[src/rtl/mem_port_arbiter.sv]
// Shares one memory port between fetch and load/store, one transaction in flight, data first with a starvation bound.
// Latency: request to o_mem_req 1 cycle, i_mem_rvalid to o_*_rvalid 1 cycle; o_mem_req holds its fields until i_mem_gnt.
module mem_port_arbiter #(
  parameter int ADDR_W       = 32,
  parameter int DATA_W       = 32,
  parameter int STARVE_LIMIT = 4
) (
  input  logic                clk,
  input  logic                rst,
  input  logic                i_if_req,
  input  logic [ADDR_W-1:0]   i_if_addr,
  input  logic                i_if_flush,
  output logic                o_if_gnt,
  output logic                o_if_rvalid,
  output logic [DATA_W-1:0]   o_if_rdata,
  input  logic                i_d_req,
  input  logic                i_d_we,
  input  logic [ADDR_W-1:0]   i_d_addr,
  input  logic [DATA_W-1:0]   i_d_wdata,
  input  logic [DATA_W/8-1:0] i_d_be,
  output logic                o_d_gnt,
  output logic                o_d_rvalid,
  output logic [DATA_W-1:0]   o_d_rdata,
  output logic                o_mem_req,
  output logic                o_mem_we,
  output logic [ADDR_W-1:0]   o_mem_addr,
  output logic [DATA_W-1:0]   o_mem_wdata,
  output logic [DATA_W/8-1:0] o_mem_be,
  input  logic                i_mem_gnt,
  input  logic                i_mem_rvalid,
  input  logic [DATA_W-1:0]   i_mem_rdata,
  output logic                o_busy
);

  localparam int BE_W  = DATA_W / 8;
  localparam int CNT_W = $clog2(STARVE_LIMIT + 1);

  typedef enum logic [1:0] {IDLE, ISSUE, WAIT_RSP} state_t;

  state_t              state_q;
  logic                owner_d_q;
  logic                we_q;
  logic [ADDR_W-1:0]   addr_q;
  logic [DATA_W-1:0]   wdata_q;
  logic [BE_W-1:0]     be_q;
  logic [CNT_W-1:0]    starve_q;
  logic                discard_q;
  logic                if_rvalid_q;
  logic                d_rvalid_q;
  logic [DATA_W-1:0]   if_rdata_q;
  logic [DATA_W-1:0]   d_rdata_q;

  logic starve_hit;
  logic sel_data;
  logic flush_hit;

  assign starve_hit = (starve_q == CNT_W'(STARVE_LIMIT));
  assign sel_data   = i_d_req && !(i_if_req && starve_hit);
  assign flush_hit  = i_if_flush && !owner_d_q;

  always_ff @(posedge clk) begin
    if (rst) begin
      state_q     <= IDLE;
      owner_d_q   <= 1'b0;
      we_q        <= 1'b0;
      addr_q      <= '0;
      wdata_q     <= '0;
      be_q        <= '0;
      starve_q    <= '0;
      discard_q   <= 1'b0;
      if_rvalid_q <= 1'b0;
      d_rvalid_q  <= 1'b0;
      if_rdata_q  <= '0;
      d_rdata_q   <= '0;
    end else begin
      if_rvalid_q <= 1'b0;
      d_rvalid_q  <= 1'b0;
      case (state_q)
        IDLE: begin
          if (i_d_req || i_if_req) begin
            state_q   <= ISSUE;
            owner_d_q <= sel_data;
            discard_q <= 1'b0;
            if (sel_data) begin
              we_q    <= i_d_we;
              addr_q  <= i_d_addr;
              wdata_q <= i_d_wdata;
              be_q    <= i_d_be;
            end else begin
              we_q    <= 1'b0;
              addr_q  <= i_if_addr;
              wdata_q <= '0;
              be_q    <= '1;
            end
            // Count only data wins that actually made a waiting fetch wait.
            if (sel_data && i_if_req) begin
              if (!starve_hit) starve_q <= starve_q + CNT_W'(1);
            end else begin
              starve_q <= '0;
            end
          end
        end
        ISSUE: begin
          if (flush_hit) discard_q <= 1'b1;
          if (i_mem_gnt) state_q <= WAIT_RSP;
        end
        WAIT_RSP: begin
          if (flush_hit) discard_q <= 1'b1;
          if (i_mem_rvalid) begin
            state_q   <= IDLE;
            discard_q <= 1'b0;
            if (owner_d_q) begin
              d_rvalid_q <= 1'b1;
              d_rdata_q  <= i_mem_rdata;
            end else if (!(discard_q || i_if_flush)) begin
              if_rvalid_q <= 1'b1;
              if_rdata_q  <= i_mem_rdata;
            end
          end
        end
        default: state_q <= IDLE;
      endcase
    end
  end

  assign o_mem_req   = (state_q == ISSUE);
  assign o_mem_we    = we_q;
  assign o_mem_addr  = addr_q;
  assign o_mem_wdata = wdata_q;
  assign o_mem_be    = be_q;
  assign o_if_gnt    = o_mem_req && i_mem_gnt && !owner_d_q;
  assign o_d_gnt     = o_mem_req && i_mem_gnt && owner_d_q;
  assign o_if_rvalid = if_rvalid_q;
  assign o_if_rdata  = if_rdata_q;
  assign o_d_rvalid  = d_rvalid_q;
  assign o_d_rdata   = d_rdata_q;
  assign o_busy      = (state_q != IDLE);

endmodule

[config.mk]
export PLATFORM = sky130hd
export DESIGN_NAME = mem_port_arbiter
export DESIGN_NICKNAME = d
export VERILOG_FILES = /design/src/rtl/mem_port_arbiter.sv
export SDC_FILE = /design/constraint.sdc
export NUM_CORES = 1
export LEC_CHECK = 0
export CAP_MARGIN = 20
export CORE_MARGIN = 8
export CORE_UTILIZATION = 35
export CTS_CLUSTER_DIAMETER = 50
export DETAILED_ROUTE_END_ITERATION = 10
export HOLD_SLACK_MARGIN = 0.03
export PLACE_DENSITY = 0.73
export SLEW_MARGIN = 20
export SYNTH_ARGS = -nofsm -noshare
export SYNTH_HDL_FRONTEND = slang
export SYNTH_SLANG_ARGS = --single-unit
[constraint.sdc]
create_clock -name clk -period 4.8 [get_ports clk]
set_clock_uncertainty 0.2 [all_clocks]
set_input_delay 0.48 -clock clk [delete_from_list [all_inputs] [get_ports clk]]
set_output_delay 0.48 -clock clk [all_outputs]
set_load 0.01 [all_outputs]
**Word level (Yosys, flattened, before mapping)**

Index checks and enable logic that the tools add are counted.

- Bits in registers: 142
- Bits of input ports: 140
- Output and inout port bits: 139

- $add $sub $neg: 1
- Eq/ne operators: 7
- Mux-type cells: 16
- Bitwise gates (word level): 4
- Reduce and logical (&&, ||, !) cells: 22

Operators with widths:

| cell | count |
|---|---|
| $mux W32 | 2 |
| $reduce_and A3 Y1 | 3 |
| $logic_and A1 B1 Y1 | 7 |
| $mux W1 | 6 |
| $mux W2 | 3 |
| $mux W3 | 2 |
| $ne A2 B2 Y1 const B | 3 |
| $pmux W2 S3 | 1 |
| $mux W4 | 1 |
| $not A1 Y1 | 4 |
| $reduce_and A2 Y1 | 2 |
| $reduce_and A4 Y1 | 1 |
| $reduce_or A4 Y1 | 1 |
| $add A3 B1 Y3 const B | 1 |
| $eq A3 B3 Y1 const B | 1 |
| $pmux W1 S3 | 1 |
| $reduce_bool A3 Y1 | 1 |
| $reduce_or A3 Y1 | 1 |
| $eq A2 B1 Y1 const B | 1 |
| $eq A2 B2 Y1 const B | 1 |
| $logic_not A1 Y1 | 2 |
| $logic_not A2 Y1 | 1 |
| $logic_or A1 B1 Y1 | 2 |
| $ne A2 B1 Y1 const B | 1 |
| $reduce_bool A2 Y1 | 1 |

**Logic depth before layout (Yosys ltp)**

Gate-level depths: netlist (run 1).

- Depth in word-level cells: 7
- Gate-level depth with buffers: 8

**Worst setup path after synthesis (run 1)**

No wires, ideal clock.

- Path type: register to register
- Start: register state_q[0]
- End: register if_rdata_q[10], in the netlist o_if_rdata[10]
- Setup time: 132 ps
- Data arrival time: 1424 ps
- Data required time: 4468 ps
- Setup slack: 3044 ps
- Stages on the path, launching flop included: 9
- Path buffers: 2
- Period minus slack after synthesis: 1756 ps
- Cell sequence: dfxtp_1 inv_1 ha_1 nand2_1 or4_1 buf_2 buf_6 nand2_1 a21oi_1

- Cells in the longest elaborated chain, start to end: 2

Ends and longest elaborated chain:

| what | line | source |
|---|---|---|
| from (decl) | 40 | `state_t state_q;` |
| from (signal assigned) | 63 | `state_q <= IDLE;` |
| from (signal assigned) | 81 | `state_q <= ISSUE;` |
| from (signal assigned) | 105 | `if (i_mem_gnt) state_q <= WAIT_RSP;` |
| $eq A2 B2 Y1 | 78 | `case (state_q)` |
| $reduce_and A4 Y1 (no line) | - |  |
| to (signal assigned) | 117 | `if_rdata_q <= i_mem_rdata;` |
| to (decl) | 50 | `logic [DATA_W-1:0] if_rdata_q;` |

No other way between the ends.
A chain may end at the register's enable or synchronous reset.

**Worst setup path after layout (run 1)**

- Start: register state_q[0]
- End: output o_busy

- Cells in the longest elaborated chain, start to end: 1

Ends and longest elaborated chain:

| what | line | source |
|---|---|---|
| $reduce_bool A2 Y1 | 137 | `assign o_busy = (state_q != IDLE);` |
| to (decl) | 32 | `output logic o_busy` |

No other way between the ends.

==> results.sh, run 1 <==
export IMPL_netlist_top_cells_area="dfxtp_1 54%, nand2_1 12%, a21oi_1 9.5%"
export IMPL_fin_nets=1016
export IMPL_min_to="o_if_rdata[0]"
export IMPL_crit_path_max_fanout=6
export IMPL_clock_sinks=142
export IMPL_synthArstFlopShare=0
export IMPL_via_per_inst=4.84
export IMPL_grt_total_usage=0.181
export IMPL_clk_pin_slew_ps=60
export IMPL_dpl_cell_area_um2=8090
export IMPL_worst_pin_slew_ps=875
export IMPL_grt_pass1_vias=5227
export IMPL_synth_most_common_cell="nand2_1"
export IMPL_wl_per_cell_um=16.6
export IMPL_synth_edf_count=0
export IMPL_synthToLayoutAreaGrowth_pct=65.6
export IMPL_synth_xor_area_frac=0
export IMPL_cts_setup_buffers=0
export IMPL_drt_iter0_drc=334
export IMPL_synth_commonest_cells="166 x nand2_1, 142 x dfxtp_1, 100 x a21oi_1"
export IMPL_design_area_um2=8700
export IMPL_cp_startpoint="state_q[0]"
export IMPL_coreArea_um2=14600
export IMPL_hold_buffers=0
export IMPL_die_y_um=139
export IMPL_wl_um=17700
export IMPL_crit_type="register to primary output"
export IMPL_synth_fa_ha_area_frac=0.0143
export IMPL_maxCapViolCount=0
export IMPL_start_util=0.360
export IMPL_min_delay_start="o_if_rdata[0]"
export IMPL_hold_class="register to register"
export IMPL_root_buffer="clkbuf_16"
export IMPL_synthMuxAreaShare=0.00190
export IMPL_setup_violations_final=0
export IMPL_r2r_start="starve_q[0]"
export IMPL_rrSetupSlack_ps=2410
export IMPL_worstSetupStartpointType="register"
export IMPL_grt_max_degree=67
export IMPL_drtAntennaViolNets=0
export IMPL_fillers=1294
export IMPL_tns_ps=0
export IMPL_cts_path_max_buffers=2
export IMPL_drive_gt1_frac=0.0533
export IMPL_antenna_cells=0
export IMPL_max_vdd_ir_drop_uv=234
export IMPL_multi_input_area_um2=2140
export IMPL_first_pass_iters=4
export IMPL_htreeDepth=4
export IMPL_drc=0
export IMPL_yosys_area_share_simple=0.176
export IMPL_grt_overflow=0
export IMPL_clk_latency_ps=410
export IMPL_maxSlewHeadroom=0.417
export IMPL_cts_resized=0
export IMPL_min_period_over_period=0.543
export IMPL_min_path_cells=2
export IMPL_fmax_mhz=384
export IMPL_cts_tree="done"
export IMPL_num_vias=5162
export IMPL_cts_inserted_buffers=17
export IMPL_reg2reg_depth=7
export IMPL_die_x_um=139
export IMPL_arrival_ps=1920
export IMPL_grt_pass1_wl_um=28200
export IMPL_gp_congestion=0.768
export IMPL_drv_slew=0
export IMPL_synth_seq_cells=142
export IMPL_synth_cells=609
export IMPL_syn_avg_cell_area_um2=8.63
export IMPL_ioPinCount=279
export IMPL_worstPathRequired_ps=4120
export IMPL_netlist_area_um2=5260
export IMPL_seq_area_um2=2840
export IMPL_row_count=44
export IMPL_synth_cell_types=33
export IMPL_port_buffers=278
export IMPL_synth_top_family_by_area="compound AO/OA/AOI/OAI gates"
export IMPL_hold_viol_final=0
export IMPL_ys_flop_type="dfxtp_1"
export IMPL_antenna_found_initial=0
export IMPL_ys_warn_count=0
export IMPL_rsz0062_at_grt="no"
export IMPL_power_density_nw_per_um2=389
export IMPL_p_leak_nw=3.15
export IMPL_synth_area_leader_cell="dfxtp_1"
export IMPL_syn_nets=755
export IMPL_dpl_hpwl_um=12600
export IMPL_critPathCaptureType="primary output"
export IMPL_synth_compound_area_frac=0.212
export IMPL_fin_crit_ps=2600
export IMPL_fp_dieArea_um2=19200
export IMPL_yosysTopAreaCellShare=0.541
export IMPL_status="completed"
export IMPL_ys_seq_area_frac=0.541
export IMPL_reg2reg_to="o_mem_addr[26]"
## through the flow
step           utilization  hold slack [ps]  setup WS, ps  instances  total power [mW]
2_1_floorplan            -              268          3040        609              1.66
3_3_place_gp         0.554              241          1970       1035              2.04
3_5_place_dp         0.554              246          1960       1035              2.04
4_1_cts              0.596              254          2150       1066              3.43
5_1_grt              0.596              268          2050       1066              3.55
6_report             0.596              251          2200       1066              3.39
## placed cells by master, fill, tap and decap left out, types with 3 or more instances in the layout
| cell type | instances |
|---|---|
| inv_1 | 6 |
| a21oi_1 | 100 |
| nor2_1 | 47 |
| clkinvlp_4 | 3 |
| clkdlybuf4s50_1 | 277 |
| clkinv_2 | 3 |
| nand2_1 | 166 |
| nor3_1 | 4 |
| dfxtp_1 | 142 |
| buf_4 | 11 |
| a22o_1 | 33 |
| o21a_1 | 5 |
| clkbuf_16 | 17 |
| bufinv_16 | 4 |
| ha_1 | 6 |
| a211oi_1 | 32 |
| nand3_1 | 3 |
## flip-flops by register name (all words and copies together) (netlist names)
register / flops
o_d_rdata: 32
o_if_rdata: 32
o_mem_addr: 32
o_mem_wdata: 32
o_mem_be: 4
starve_q: 3
state_q: 2
discard_q: 1
o_d_rvalid: 1
o_if_rvalid: 1
o_mem_we: 1
owner_d_q: 1
## layout make-up
type,count,area share
sequential,142,0.327
timing repair buffer,288,0.328
tap,184,0.0265
clock inverter,11,0.0191
multi-input combinational,415,0.246
clock buffer,20,0.0513
inverter,6,0.00259
## worst max-delay path, stage by stage, from the launching register on
cell and delay, ps:
dfxtp_1 350, inv_1 90, ha_1 290, inv_1 160
clkdlybuf4s50_1 610
## kinds of logic after synthesis
| kind of cell | Yosys count |
|---|---|
| compound gates | 176 |
| fa+ha+maj | 6 |
| buf+inv | 52 |
| flops | 142 |
| mux | 1 |
| simple gates | 232 |
## routing by layer
layer | GRT usage | share of wire | vias to the layer above
met5 | 0 | 0 | -
met4 | 0.0469 | 0.012 | 0
met3 | 0.0846 | 0.095 | 17
met2 | 0.290 | 0.47 | 195
met1 | 0.213 | 0.42 | 2367
li1 | - | - | 2583
## worst max-delay path by stage
| stage | to |
|---|---|
| floorplan | o_if_rdata[10] |
| global placement | o_mem_addr[30] |
| detailed placement | o_mem_addr[25] |
| CTS | o_busy |
| global route | o_busy |
| finish | o_busy |
## power breakdown
part           switching [mW]  leakage, nW  total [mW]  internal [mW]
Combinational           0.317         1.70       0.684          0.367
Clock                   0.497        0.292        1.37          0.878
Sequential             0.0528         1.16        1.33           1.28
Power figures use the tool's default switching activity.
==> inputs of run 2 (changes only) <==
- clock period: 4.8 -> 2.57 ns (I/O delays scaled with it)
==> results.sh, run 2 (same netlist as run 1, synthesis figures left out) <==
export IMPL_status="completed"
export IMPL_wl_met1_um=7470
export IMPL_p_leak_nw=3.17
export IMPL_port_buffers=278
export IMPL_first_pass_iters=4
export IMPL_grt_max_degree=61
export IMPL_fp_dieArea_um2=19200
export IMPL_seq_area_um2=2840
export IMPL_grt_overflow=0
export IMPL_drtAntennaViolNets=0
export IMPL_fillers=1302
export IMPL_clock_sinks=142
export IMPL_layout_common_cells="277 x clkdlybuf4s50_1, 166 x nand2_1, 142 x dfxtp_1, 100 x a21oi_1, 47 x nor2_1"
export IMPL_worstPathRequired_ps=2110
export IMPL_dpl_cell_area_um2=8170
export IMPL_fmax_mhz=425
export IMPL_dpl_hpwl_um=12900
export IMPL_reg2reg_to="o_mem_wdata[10]"
export IMPL_power_density_nw_per_um2=702
export IMPL_power_frac_clock=0.381
export IMPL_slowest_delay_ps=580
export IMPL_synthToLayoutAreaGrowth_pct=66.2
export IMPL_wl_per_cell_um=16.7
export IMPL_wl_um=17900
export IMPL_die_y_um=139
export IMPL_fin_crit_ps=2350
export IMPL_worstSetupStartpointType="register"
export IMPL_row_count=44
export IMPL_drt_iter0_drc=262
export IMPL_min_path_cells=3
export IMPL_routed_top_layer="met4"
export IMPL_grt_total_usage=0.182
export IMPL_coreArea_um2=14600
export IMPL_ioPinCount=279
export IMPL_via_per_inst=4.81
export IMPL_dr_wl_met3_um=1610
export IMPL_tns_ps=0
export IMPL_rsz0062_at_grt="no"
export IMPL_rrSetupSlack_ps=420
export IMPL_cts_path_max_buffers=2
export IMPL_cts_tree="done"
export IMPL_reg2reg_depth=6
export IMPL_hold_viol_final=0
export IMPL_dp_worst_setup_slack_ps=381
export IMPL_cpMaxStageDelayCell="clkdlybuf4s50_1"
export IMPL_clk_latency_ps=420
export IMPL_arrival_ps=1900
export IMPL_cts_setup_buffers=0
export IMPL_whs_ps=90.2
export IMPL_r2r_start="state_q[0]"
export IMPL_drv_slew=0
export IMPL_p_comb_frac=0.215
export IMPL_cts_inserted_buffers=17
export IMPL_root_buffer="clkbuf_16"
export IMPL_num_vias=5163
export IMPL_fin_util=0.599
export IMPL_min_period_over_period=0.916
export IMPL_max_vdd_ir_drop_uv=416
export IMPL_min_delay_start="rst"
export IMPL_fin_nets=1023
export IMPL_drc=0
export IMPL_clk_pin_slew_ps=60
export IMPL_total_power_mw=6.14
export IMPL_p_sw_mw=1.65
export IMPL_worst_pin_slew_ps=664
export IMPL_setup_violations_final=0
export IMPL_sw_frac_of_total=0.270
export IMPL_seqPwrFrac=0.404
export IMPL_critPathCaptureType="primary output"
export IMPL_drive_gt1_frac=0.0629
export IMPL_worst_slack_ps=216
export IMPL_antenna_cells=0
export IMPL_final_common_cell="clkdlybuf4s50_1"
export IMPL_multi_input_area_um2=2140
export IMPL_p_int_mw=4.48
export IMPL_crit_type="register to primary output"
export IMPL_cts_resized=0
export IMPL_wl_met2_um=8450
export IMPL_dp_cells=1042
export IMPL_crit_path_max_fanout=6
export IMPL_crit_path_frequent_cell="inv_1"
export IMPL_maxSlewHeadroom=0.557
export IMPL_layout_cells_non_filler=1074
export IMPL_die_x_um=139
export IMPL_hold_buffers=0
export IMPL_cp_cell_sequence="inv_1, ha_1, inv_1, clkdlybuf4s50_1"
export IMPL_start_util=0.360
export IMPL_grt_pass1_vias=5178
export IMPL_hold_class="input pin to register"
export IMPL_gp_congestion=0.794
export IMPL_min_to="o_mem_wdata[25]"
export IMPL_grt_pass1_wl_um=28200
export IMPL_htreeDepth=4
export IMPL_maxCapViolCount=0
export IMPL_design_area_um2=8730
export IMPL_antenna_found_initial=0
run 2: cell count changes in the layout (fill, tap and decap cells not counted):
cell	change
clkinv_2	-1
inv_6	+2
clkbuf_8	+1
buf_4	+5
clkinv_4	+1
buf_12	+2
bufinv_16	-3
clkinvlp_4	+2
clkbuf_1	-1
run 2: worst max-delay path by stage:
stage                    start              end  slack, ps  cells after the start
floorplan           state_q[0]   o_if_rdata[10]        810                      8
global placement       i_d_req  o_mem_wdata[31]        420                      5
detailed placement     i_d_req  o_mem_wdata[10]        380                      5
CTS                 state_q[0]           o_busy        170                      4
global route        state_q[0]           o_busy         50                      4
finish              state_q[0]           o_busy        220                      4
run 2: worst max-delay path: cells and delay by family, from the launching register on:
kind / cells / cell delay (ps)
fa+ha+maj: 1 / 280
buf+inv: 3 / 840
flops: 1 / 350
run 2: power by group through the flow:
stage / combinational (mW) / sequential (mW) / clock [mW]
2_1_floorplan: 0.507 / 2.60 / 0
3_3_place_gp: 1.32 / 2.52 / 0
3_5_place_dp: 1.32 / 2.52 / 0
4_1_cts: 1.33 / 2.48 / 2.41
5_1_grt: 1.43 / 2.50 / 2.51
6_report: 1.32 / 2.48 / 2.34
run 2: area by class of cell:
class                   instances  area share
clock buffers                  20      0.0523
clock inverters                12      0.0129
inverters                       6     0.00258
multi-input cells             415       0.245
flip-flops and latches        142       0.325
well taps                     184      0.0264
repair buffers                295       0.336
run 2: per-layer routing:
layer / vias up / GRT usage
li1: 2603 / -
met1: 2331 / 0.208
met2: 205 / 0.295
met3: 24 / 0.0750
met4: 0 / 0.0744
met5: - / 0
